==> config.mk <==
export PLATFORM = sky130hd
export DESIGN_NAME = mouse_init_sequencer
export DESIGN_NICKNAME = d
export VERILOG_FILES = /design/src/rtl/mouse_init_sequencer.sv
export SDC_FILE = /design/constraint.sdc
export NUM_CORES = 1
export LEC_CHECK = 0
export ABC_AREA = 1
export CAP_MARGIN = 10
export CORE_MARGIN = 2
export CORE_UTILIZATION = 56
export DETAILED_ROUTE_END_ITERATION = 10
export DONT_BUFFER_PORTS = 1
export PLACE_DENSITY_LB_ADDON = 0.05
export REMOVE_ABC_BUFFERS = 1
export SYNTH_ARGS = -nofsm -noshare
export SYNTH_HDL_FRONTEND = slang
export SYNTH_SLANG_ARGS = --single-unit
==> constraint.sdc <==
create_clock -name CLK -period 2.59 [get_ports CLK]
set_input_delay 0.6475 -clock CLK [delete_from_list [all_inputs] [get_ports CLK]]
set_output_delay 0.6475 -clock CLK [all_outputs]
set_load 0.02 [all_outputs]
==> src/rtl/mouse_init_sequencer.sv <==
// PS/2 mouse bring-up and packet sequencer.
// Resets the mouse (FF), checks the FA/AA/00 replies, enables streaming (F4),
// then assembles three-byte movement packets and publishes each complete one.
module mouse_init_sequencer #(
  parameter int POWERUP_CYCLES = 5000000,
  parameter int TIMEOUT_CYCLES = 50000000
) (
  input  logic       CLK,
  input  logic       RESET,
  output logic       SEND_BYTE,
  output logic [7:0] BYTE_TO_SEND,
  input  logic       BYTE_SENT,
  output logic       READ_ENABLE,
  input  logic [7:0] BYTE_READ,
  input  logic [1:0] BYTE_ERROR_CODE,
  input  logic       BYTE_READY,
  output logic [7:0] MOUSE_STATUS,
  output logic [7:0] MOUSE_DX,
  output logic [7:0] MOUSE_DY,
  output logic       SEND_INTERRUPT,
  output logic       INIT_DONE,
  output logic [3:0] STATE_CODE
);

  typedef enum logic [3:0] {
    S_INIT           = 4'd0,
    S_TX_RESET       = 4'd1,
    S_WAIT_TX_RESET  = 4'd2,
    S_WAIT_ACK1      = 4'd3,
    S_WAIT_SELFTEST  = 4'd4,
    S_WAIT_ID        = 4'd5,
    S_TX_ENABLE      = 4'd6,
    S_WAIT_TX_ENABLE = 4'd7,
    S_WAIT_ACK2      = 4'd8,
    S_RX_STATUS      = 4'd9,
    S_RX_DX          = 4'd10,
    S_RX_DY          = 4'd11,
    S_IRQ            = 4'd12
  } state_t;

  localparam logic [31:0] PWR_LAST = 32'(POWERUP_CYCLES - 1);
  localparam logic [31:0] TMO_LAST = 32'(TIMEOUT_CYCLES - 1);

  state_t      state_q, state_d;
  logic [31:0] cnt_q, cnt_d;
  logic [7:0]  status_q, status_d;
  logic [7:0]  dx_q, dx_d;
  logic [7:0]  dy_q, dy_d;
  logic        send_q, read_en_q, irq_q, init_done_q;
  logic [7:0]  tx_byte_q;
  logic [7:0]  mouse_status_q, mouse_dx_q, mouse_dy_q;

  logic byte_ok, byte_err, timeout, powerup_done;

  assign byte_ok      = BYTE_READY && (BYTE_ERROR_CODE == 2'b00);
  assign byte_err     = BYTE_READY && (BYTE_ERROR_CODE != 2'b00);
  assign timeout      = (cnt_q == TMO_LAST);
  assign powerup_done = (cnt_q == PWR_LAST);

  // Next-state and partial-packet capture; byte-watching states only look at
  // the receiver while their registered READ_ENABLE is high.
  always_comb begin
    state_d  = state_q;
    status_d = status_q;
    dx_d     = dx_q;
    dy_d     = dy_q;
    case (state_q)
      S_INIT:          if (powerup_done) state_d = S_TX_RESET;
      S_TX_RESET:      state_d = S_WAIT_TX_RESET;
      S_WAIT_TX_RESET: begin
        if (timeout)        state_d = S_INIT;
        else if (BYTE_SENT) state_d = S_WAIT_ACK1;
      end
      S_WAIT_ACK1: begin
        if (timeout || byte_err) state_d = S_INIT;
        else if (byte_ok) state_d = (BYTE_READ == 8'hFA) ? S_WAIT_SELFTEST : S_INIT;
      end
      S_WAIT_SELFTEST: begin
        if (timeout || byte_err) state_d = S_INIT;
        else if (byte_ok) state_d = (BYTE_READ == 8'hAA) ? S_WAIT_ID : S_INIT;
      end
      S_WAIT_ID: begin
        if (timeout || byte_err) state_d = S_INIT;
        else if (byte_ok) state_d = (BYTE_READ == 8'h00) ? S_TX_ENABLE : S_INIT;
      end
      S_TX_ENABLE:     state_d = S_WAIT_TX_ENABLE;
      S_WAIT_TX_ENABLE: begin
        if (timeout)        state_d = S_INIT;
        else if (BYTE_SENT) state_d = S_WAIT_ACK2;
      end
      S_WAIT_ACK2: begin
        if (timeout || byte_err) state_d = S_INIT;
        else if (byte_ok) state_d = (BYTE_READ == 8'hFA) ? S_RX_STATUS : S_INIT;
      end
      // Bit 3 is always set in a PS/2 status byte; anything else is a
      // misaligned stream and is dropped until a plausible header arrives.
      S_RX_STATUS: begin
        if (byte_ok && BYTE_READ[3]) begin
          status_d = BYTE_READ;
          state_d  = S_RX_DX;
        end
      end
      S_RX_DX: begin
        if (byte_ok) begin
          dx_d    = BYTE_READ;
          state_d = S_RX_DY;
        end else if (byte_err || timeout) begin
          state_d = S_RX_STATUS;
        end
      end
      S_RX_DY: begin
        if (byte_ok) begin
          dy_d    = BYTE_READ;
          state_d = S_IRQ;
        end else if (byte_err || timeout) begin
          state_d = S_RX_STATUS;
        end
      end
      S_IRQ:   state_d = S_RX_STATUS;
      default: state_d = S_INIT;
    endcase
  end

  // One shared counter: restarts on every state change.
  assign cnt_d = (state_d != state_q) ? 32'd0 : cnt_q + 32'd1;

  // State, counter and registered outputs; outputs are decoded from the next
  // state so they line up with the state they belong to.
  always_ff @(posedge CLK or negedge RESET) begin
    if (!RESET) begin
      state_q        <= S_INIT;
      cnt_q          <= 32'd0;
      status_q       <= 8'h00;
      dx_q           <= 8'h00;
      dy_q           <= 8'h00;
      send_q         <= 1'b0;
      tx_byte_q      <= 8'h00;
      read_en_q      <= 1'b0;
      irq_q          <= 1'b0;
      init_done_q    <= 1'b0;
      mouse_status_q <= 8'h00;
      mouse_dx_q     <= 8'h00;
      mouse_dy_q     <= 8'h00;
    end else begin
      state_q  <= state_d;
      cnt_q    <= cnt_d;
      status_q <= status_d;
      dx_q     <= dx_d;
      dy_q     <= dy_d;
      // TX states last exactly one cycle, so the request is a single pulse.
      send_q   <= (state_d == S_TX_RESET) || (state_d == S_TX_ENABLE);
      if (state_d == S_TX_RESET)       tx_byte_q <= 8'hFF;
      else if (state_d == S_TX_ENABLE) tx_byte_q <= 8'hF4;
      read_en_q   <= !((state_d == S_INIT) || (state_d == S_TX_RESET) ||
                       (state_d == S_WAIT_TX_RESET) || (state_d == S_TX_ENABLE) ||
                       (state_d == S_WAIT_TX_ENABLE));
      init_done_q <= (state_d >= S_RX_STATUS);
      irq_q       <= (state_d == S_IRQ);
      // Publish the whole packet at once, together with the interrupt.
      if (state_d == S_IRQ) begin
        mouse_status_q <= status_d;
        mouse_dx_q     <= dx_d;
        mouse_dy_q     <= dy_d;
      end
    end
  end

  assign SEND_BYTE      = send_q;
  assign BYTE_TO_SEND   = tx_byte_q;
  assign READ_ENABLE    = read_en_q;
  assign MOUSE_STATUS   = mouse_status_q;
  assign MOUSE_DX       = mouse_dx_q;
  assign MOUSE_DY       = mouse_dy_q;
  assign SEND_INTERRUPT = irq_q;
  assign INIT_DONE      = init_done_q;
  assign STATE_CODE     = state_q;

endmodule

==> results of run 1 <==
per-stage QoR:
step                      TNS (ns)  worst slack [ns]  utilization [%]
final                            0             0.287             61.7
after global routing             0            0.0221             61.7
after CTS                        0             0.278             61.7
after detailed placement         0             0.254             58.8
after global placement           0             0.301             58.8
after floorplan             -52.01             -1.25                -
registers in the layout, summed over array words and instances, names as in the netlist, 2 cells and up:
signal and cells:
cnt_q 32, MOUSE_DX 8, MOUSE_DY 8, MOUSE_STATUS 8
dx_q 8, status_q 8, STATE_CODE 4, BYTE_TO_SEND 2
cell type report:
class | count | area (um2)
inverter | 65 | 244
clock buffer | 9 | 124
timing repair buffer | 8 | 92.6
sequential | 83 | 2080
fill | 706 | 2940
clock inverter | 7 | 76.3
multi-input combinational | 404 | 2000
tap | 102 | 128
cell families (layout without fill, tap and decap cells):
kind of cell | count (synthesis) | in the layout | share of synthesized area (%)
xor+xnor | 28 | 28 | 5.53
simple gates | 341 | 341 | 34.9
compound gates | 34 | 34 | 4.37
buf+inv | 83 | 89 | 8.07
flops | 83 | 83 | 46.8
fa+ha+maj | 1 | 1 | 0.282
worst max-delay path: cells and delay by family (launching register included):
kind          cells  cell delay (ns)
simple gates     11             1.15
fa+ha+maj         1             0.22
flops             1             0.41
buf+inv           3             0.40
power breakdown:
part | internal (mW) | switching [mW] | total (mW)
clock network | 0.383 | 0.548 | 0.932
logic | 0.0153 | 0.0448 | 0.0601
registers | 1.30 | 0.0107 | 1.31
total | 1.70 | 0.604 | 2.31
cell usage in the layout (no fill, tap or decap), types with 2 or more instances in the layout:
master	n
nor2_2	36
nand2_1	170
clkinv_4	2
inv_8	3
nor2_1	65
inv_2	3
o21ai_0	17
xor2_1	26
a31oi_1	5
nand3_1	28
xnor2_1	2
nor3_1	7
a21oi_1	7
dfrtp_1	83
nor4_1	4
nor2_4	3
inv_1	62
clkbuf_8	9
nand4_1	11
or2_2	2
nand2_2	8
buf_4	6
nand3_2	2
metal layers:
| layer | vias up | wire length [um] |
|---|---|---|
| li1 | 1762 | - |
| met1 | 1650 | 4130 |
| met2 | 66 | 4570 |
| met3 | 15 | 357 |
| met4 | 0 | 148 |
| met5 | - | 0 |
how the worst max path moves through the flow:
stage,depth (start not counted),slack [ns],endpoint
6_report,15,0.29,cnt_q[31]$_DFF_PN0_
4_1_cts,15,0.28,cnt_q[31]$_DFF_PN0_
5_1_grt,15,0.02,cnt_q[6]$_DFF_PN0_
3_3_place_gp,14,0.30,cnt_q[31]$_DFF_PN0_
2_1_floorplan,11,-1.25,cnt_q[0]$_DFF_PN0_
3_5_place_dp,14,0.25,cnt_q[31]$_DFF_PN0_
timing repair:
action,4_1_cts,5_1_grt
hold endpoints to repair,83,0
hold buffers,1,0
setup endpoints to repair,0,0
==> results.tsv, run 1 <==
stage	metric	value	unit
timing	crit share post-route	88.9	%
worst_setup_path	WS Path Type	flop to flop	
floorplanning	IO Count	54	
yosys	synth top area cells	dfrtp_1 47%, nand2_1 14%, nor2_1 5.6%	
run_status	status	finished, final reports clean	
timing	clock skew	0.0190	ns
clock_network	H-Tree Level Count	3	
place	DP Wirelength	6.71	mm
finish	share of layout cells above drive strength 1	14.6	%
drt	antenna-violating nets left	0	
clock_network	clk_lat worst skew	0.37	ns
drt	Pre-antenna DRT Iters	4	
yosys	Seq cells post-synth	83	
worst_setup_path	worst reg-to-reg path cell count	15	
timing	Final Hold Vio Count	0	
clock_network	Post-CTS Setup Bufs	0	
yosys	Unique masters post-synth	34	
place	dpl cells	661	
floorplanning	Initial Util	57.7	%
global_routing	first-pass GRT wire length	16.2	mm
clock_network	CTS Buffer Depth	2	
place	IO buf count	0	
worst_setup_path	Worst path max stage delay	0.41	ns
worst_setup_path	R2R Setup Slk	0.29	ns
drt	Initial DRC Count	161	
yosys	top-area cell type share of the netlist area	46.8	%
global_routing	largest net degree at the start of global routing	84	
clock_network	number of clock sinks	83	
global_routing	met1 usage	30.5	%
worst_setup_path	Arr. time, crit path	2.56	ns
yosys	Post-Syn Instances	570	
floorplanning	Vert. Die Dim	93.0	um
power_and_ir_drop	total power	2.31	mW
worst_setup_path	CP Capture Type	flop	
timing	crit path time final	2.30	ns
worst_hold_path	Hold Crit Class	input pin to asynchronous set/reset pin	
clock_network	CTS clk-pin slew, worst paths	0.11	ns
global_routing	gr busiest metal	met2	
yosys	Ys Warns	0	
global_routing	Global Route Usage Sum	23.6	%
drt	# DRC	0	
worst_setup_path	Startpoint Class	flop	
drt	Avg WL per Cell	13.6	um
global_routing	vias in the first global route	3415	
global_routing	met2 Use GR	39.4	%
global_routing	grt met3 use	5.00	%
finish	fin cells	678	
floorplanning	die area	0.00865	mm2
yosys	ys flop type	dfrtp_1	
yosys	Avg Synthesized Cell Area	7.78	um2
floorplanning	Die Span X	93.0	um
global_routing	antenna violations before repair	0	
yosys	most frequent cells after synthesis	170 x nand2_1, 83 x dfrtp_1, 66 x nor2_1	
yosys	Post-synth EDFFs	0	
clock_network	CTS tree	yes	
timing	unrepaired setup endpoints after global routing	false	
yosys	Post-Synthesis Cell Area	0.00444	mm2
drt	DR vias	3493	
clock_network	post_cts resized	0	
yosys	count leader, synth	nand2_1	
clock_network	Root Buffer	clkbuf_8	
worst_setup_path	Worst path most repeated cell	nand2_1	
timing	max-slew violations	0	
finish	design area	0.00474	mm2
power_and_ir_drop	VDD IR-drop max	0.000259	V
drt	via/cell ratio	5.15	
worst_setup_path	reg2reg end	cnt_q[31]$_DFF_PN0_	
worst_setup_path	Crit Path Max Fanout	32	
timing	max frequency	0.434	GHz
yosys	Synth async-reset ratio	100	%
finish	synthesis-to-finish area growth	6.97	%
worst_setup_path	reg2reg start	cnt_q[0]$_DFF_PN0_	
finish	Nets	586	
finish	Diodes inserted	0	
worst_setup_path	Cell Chain, Critical Path	ha_1 -> nand3_2 -> inv_1 -> nand2_1 -> nor2_1 -> nand2_1 -> nand2_2 -> inv_1 -> nand2_1 -> nand3_2 -> nand2_1 -> nand2_1 -> nand3_4 -> buf_12 -> nor2_1	
worst_setup_path	Worst setup startpoint	cnt_q[0]$_DFF_PN0_	
drt	drt total wl	9.21	mm
timing	final hold slack	0.153	ns
floorplanning	row cnt	32	
timing	slew of the pin with the lowest slew margin	0.889	ns
place	GPL Wtd Cong	0.888	
power_and_ir_drop	Pwr Density	486	mW/mm2
timing	Rel. slew slack	40.7	%
timing	Setup-failing EPs final	0	
floorplanning	Core ar.	0.00769	mm2
worst_setup_path	Critical Path RT	2.85	ns
yosys	Synth area leader	dfrtp_1	
place	Area after DPL	0.00452	mm2
flow_run	MaxCap Viol Count	0	
yosys	register area share after synthesis	46.8	%
power_and_ir_drop	Lkg Pwr	2.33	nW
worst_setup_path	Slowest-stage cell, CP	dfrtp_1	
global_routing	grt ovf	0	
clock_network	Num CTS Buffers	9	
Power figures use the tool's default switching activity.
==> run 2: changes to the inputs <==
--- a/config.mk
+++ b/config.mk
@@ -8,7 +8,7 @@
 export ABC_AREA = 1
 export CAP_MARGIN = 10
 export CORE_MARGIN = 2
-export CORE_UTILIZATION = 56
+export CORE_UTILIZATION = 36
 export DETAILED_ROUTE_END_ITERATION = 10
 export DONT_BUFFER_PORTS = 1
 export PLACE_DENSITY_LB_ADDON = 0.05
==> results.tsv, run 2 (synthesis results as in run 1) <==
stage	metric	value	unit	change
worst_hold_path	Hold Crit Class	input pin to asynchronous set/reset pin		
timing	crit share post-route	87.9	%	-1.0 points
place	DP Wirelength	7.69	mm	+15%
global_routing	largest net degree at the start of global routing	84		unchanged
power_and_ir_drop	VDD IR-drop max	0.000205	V	-21%
clock_network	H-Tree Level Count	3		unchanged
global_routing	Global Route Usage Sum	17.3	%	-6.2 points
timing	slew of the pin with the lowest slew margin	0.569	ns	-0.320 ns
finish	share of layout cells above drive strength 1	16.2	%	+1.6 points
power_and_ir_drop	Pwr Density	521	mW/mm2	+7.2%
worst_setup_path	R2R Setup Slk	0.31	ns	+0.03 ns
finish	most frequent cells in the layout	169 x nand2_1, 83 x dfrtp_1, 65 x nor2_1, 62 x inv_1, 36 x nor2_2		
floorplanning	row cnt	40		+25%
floorplanning	Vert. Die Dim	115	um	+24%
floorplanning	Core ar.	0.0120	mm2	+56%
finish	Nets	597		+1.9%
worst_setup_path	Critical Path RT	2.86	ns	about the same
worst_setup_path	Startpoint Class	flop		
global_routing	antenna violations before repair	0		unchanged
timing	Setup-failing EPs final	0		unchanged
clock_network	CTS Buffer Depth	2		unchanged
place	IO buf count	0		unchanged
clock_network	Root Buffer	clkbuf_16		
timing	unrepaired setup endpoints after global routing	false		
timing	Rel. slew slack	62.1	%	+21 points
global_routing	grt ovf	0		unchanged
place	Area after DPL	0.00464	mm2	+2.7%
timing	final hold slack	0.193	ns	+0.0399 ns
clock_network	clk_lat worst skew	0.35	ns	-0.02 ns
floorplanning	die area	0.0132	mm2	+53%
worst_setup_path	Arr. time, crit path	2.55	ns	about the same
timing	Final Hold Vio Count	0		unchanged
power_and_ir_drop	Lkg Pwr	2.42	nW	+3.6%
global_routing	first-pass GRT wire length	17.7	mm	+9.3%
drt	Pre-antenna DRT Iters	4		unchanged
finish	most flop-heavy register	cnt_q		
finish	fin cells	733		+8.1%
place	DP Worst Slack	0.173	ns	-0.0810 ns
timing	clock skew	0.0101	ns	-0.00894 ns
timing	max-slew violations	0		unchanged
finish	Diodes inserted	0		unchanged
worst_setup_path	worst reg-to-reg path cell count	15		unchanged
clock_network	CTS clk-pin slew, worst paths	0.07	ns	-0.04 ns
floorplanning	Die Span X	115	um	+24%
global_routing	vias in the first global route	3505		+2.6%
place	dpl cells	713		+7.9%
drt	Avg WL per Cell	14.4	um	+5.8%
drt	DR vias	3425		-1.9%
finish	max FFs per register	32		unchanged
finish	design area	0.00497	mm2	+4.8%
worst_setup_path	reg2reg start	cnt_q[0]$_DFF_PN0_		
drt	Initial DRC Count	170		+5.6%
finish	synthesis-to-finish area growth	12.1	%	
worst_setup_path	Crit Path Max Fanout	13		-59%
worst_setup_path	CP Capture Type	flop		
clock_network	Num CTS Buffers	9		unchanged
run_status	status	finished, final reports clean		
timing	max frequency	0.439	GHz	+1.2%
drt	drt total wl	10.5	mm	+14%
timing	setup total negative slack	0	ns	unchanged
timing	final worst slack	0.313	ns	+0.0264 ns
place	GPL Wtd Cong	0.887		-0.10%
floorplanning	IO Count	54		unchanged
flow_run	MaxCap Viol Count	0		unchanged
timing	crit path time final	2.28	ns	-0.0264 ns
drt	# DRC	0		unchanged
clock_network	CTS tree	yes		
worst_setup_path	reg2reg end	cnt_q[0]$_DFF_PN0_		
worst_setup_path	WS Path Type	flop to flop		
finish	commonest non-fill, non-tap cell in the layout	nand2_1		
finish	# fillers	1289		+83%
clock_network	number of clock sinks	83		unchanged
drt	antenna-violating nets left	0		unchanged
drt	via/cell ratio	4.67		-9.3%
floorplanning	Initial Util	36.9	%	-21 points
[run 2: layout make-up]
| cell class | instances | area [um2] | area share (%) |
|---|---|---|---|
| Inverter | 65 | 244 | 4.91 |
| Clock buffer | 9 | 225 | 4.53 |
| Multi-Input combinational cell | 404 | 2010 | 40.3 |
| Tap cell | 147 | 184 | 3.70 |
| Sequential cell | 83 | 2080 | 41.8 |
| Timing Repair Buffer | 19 | 188 | 3.77 |
| Clock inverter | 6 | 48.8 | 0.981 |
[run 2: through the flow]
step | power, mW | util, %
final | 2.59 | 41.4
after global routing | 2.72 | 41.4
after CTS | 2.66 | 41.1
after detailed placement | 1.37 | 38.6
after global placement | 1.37 | 38.6
after floorplan | 1.36 | -
[run 2: worst max-delay path, cell delays in order (launching register included)]
cell and delay (ns):
dfrtp_1 0.42, ha_1 0.25, nand3_2 0.13, inv_1 0.07, nand2_1 0.07, nor2_1 0.05
nand2_2 0.13, nand2_2 0.09, o21ai_0 0.19, nand2_1 0.11, nand2_1 0.11, nand2_1 0.06
nand2_1 0.11, nand3_4 0.15, buf_12 0.19, nor2_1 0.08
[run 2: metal layers]
layer | up-vias | global-route usage, % | routed length, um
met1 | 1589 | 22.4 | 4960
met4 | 0 | 6.99 | 42
li1 | 1790 | - | -
met5 | - | 0 | 0
met3 | 2 | 4.32 | 321
met2 | 44 | 27.8 | 5210
[run 2: where the power goes]
part           internal, mW  switching, mW
sequential             1.30         0.0107
clock                 0.654          0.558
combinational        0.0160         0.0459
[run 2: repair_timing]
| action | CTS | global route |
|---|---|---|
| endpoints found under the setup margin | 0 | 26 |
| endpoints found under the hold margin | 83 | 0 |
| hold buffers | 1 | 0 |
| setup buffers | 0 | 4 |
| gates resized for setup | 0 | 1 |
[run 2: how the worst max path moves through the flow]
stage	startpoint	to	slack [ns]	cells past startpoint
finish	cnt_q[0]$_DFF_PN0_	cnt_q[0]$_DFF_PN0_	0.31	15
global route	cnt_q[0]$_DFF_PN0_	cnt_q[0]$_DFF_PN0_	0.04	15
CTS	cnt_q[0]$_DFF_PN0_	cnt_q[0]$_DFF_PN0_	0.15	15
detailed placement	BYTE_ERROR_CODE[1]	cnt_q[27]$_DFF_PN0_	0.17	12
global placement	cnt_q[0]$_DFF_PN0_	cnt_q[0]$_DFF_PN0_	0.17	15
floorplan	BYTE_ERROR_CODE[1]	cnt_q[0]$_DFF_PN0_	-1.25	11
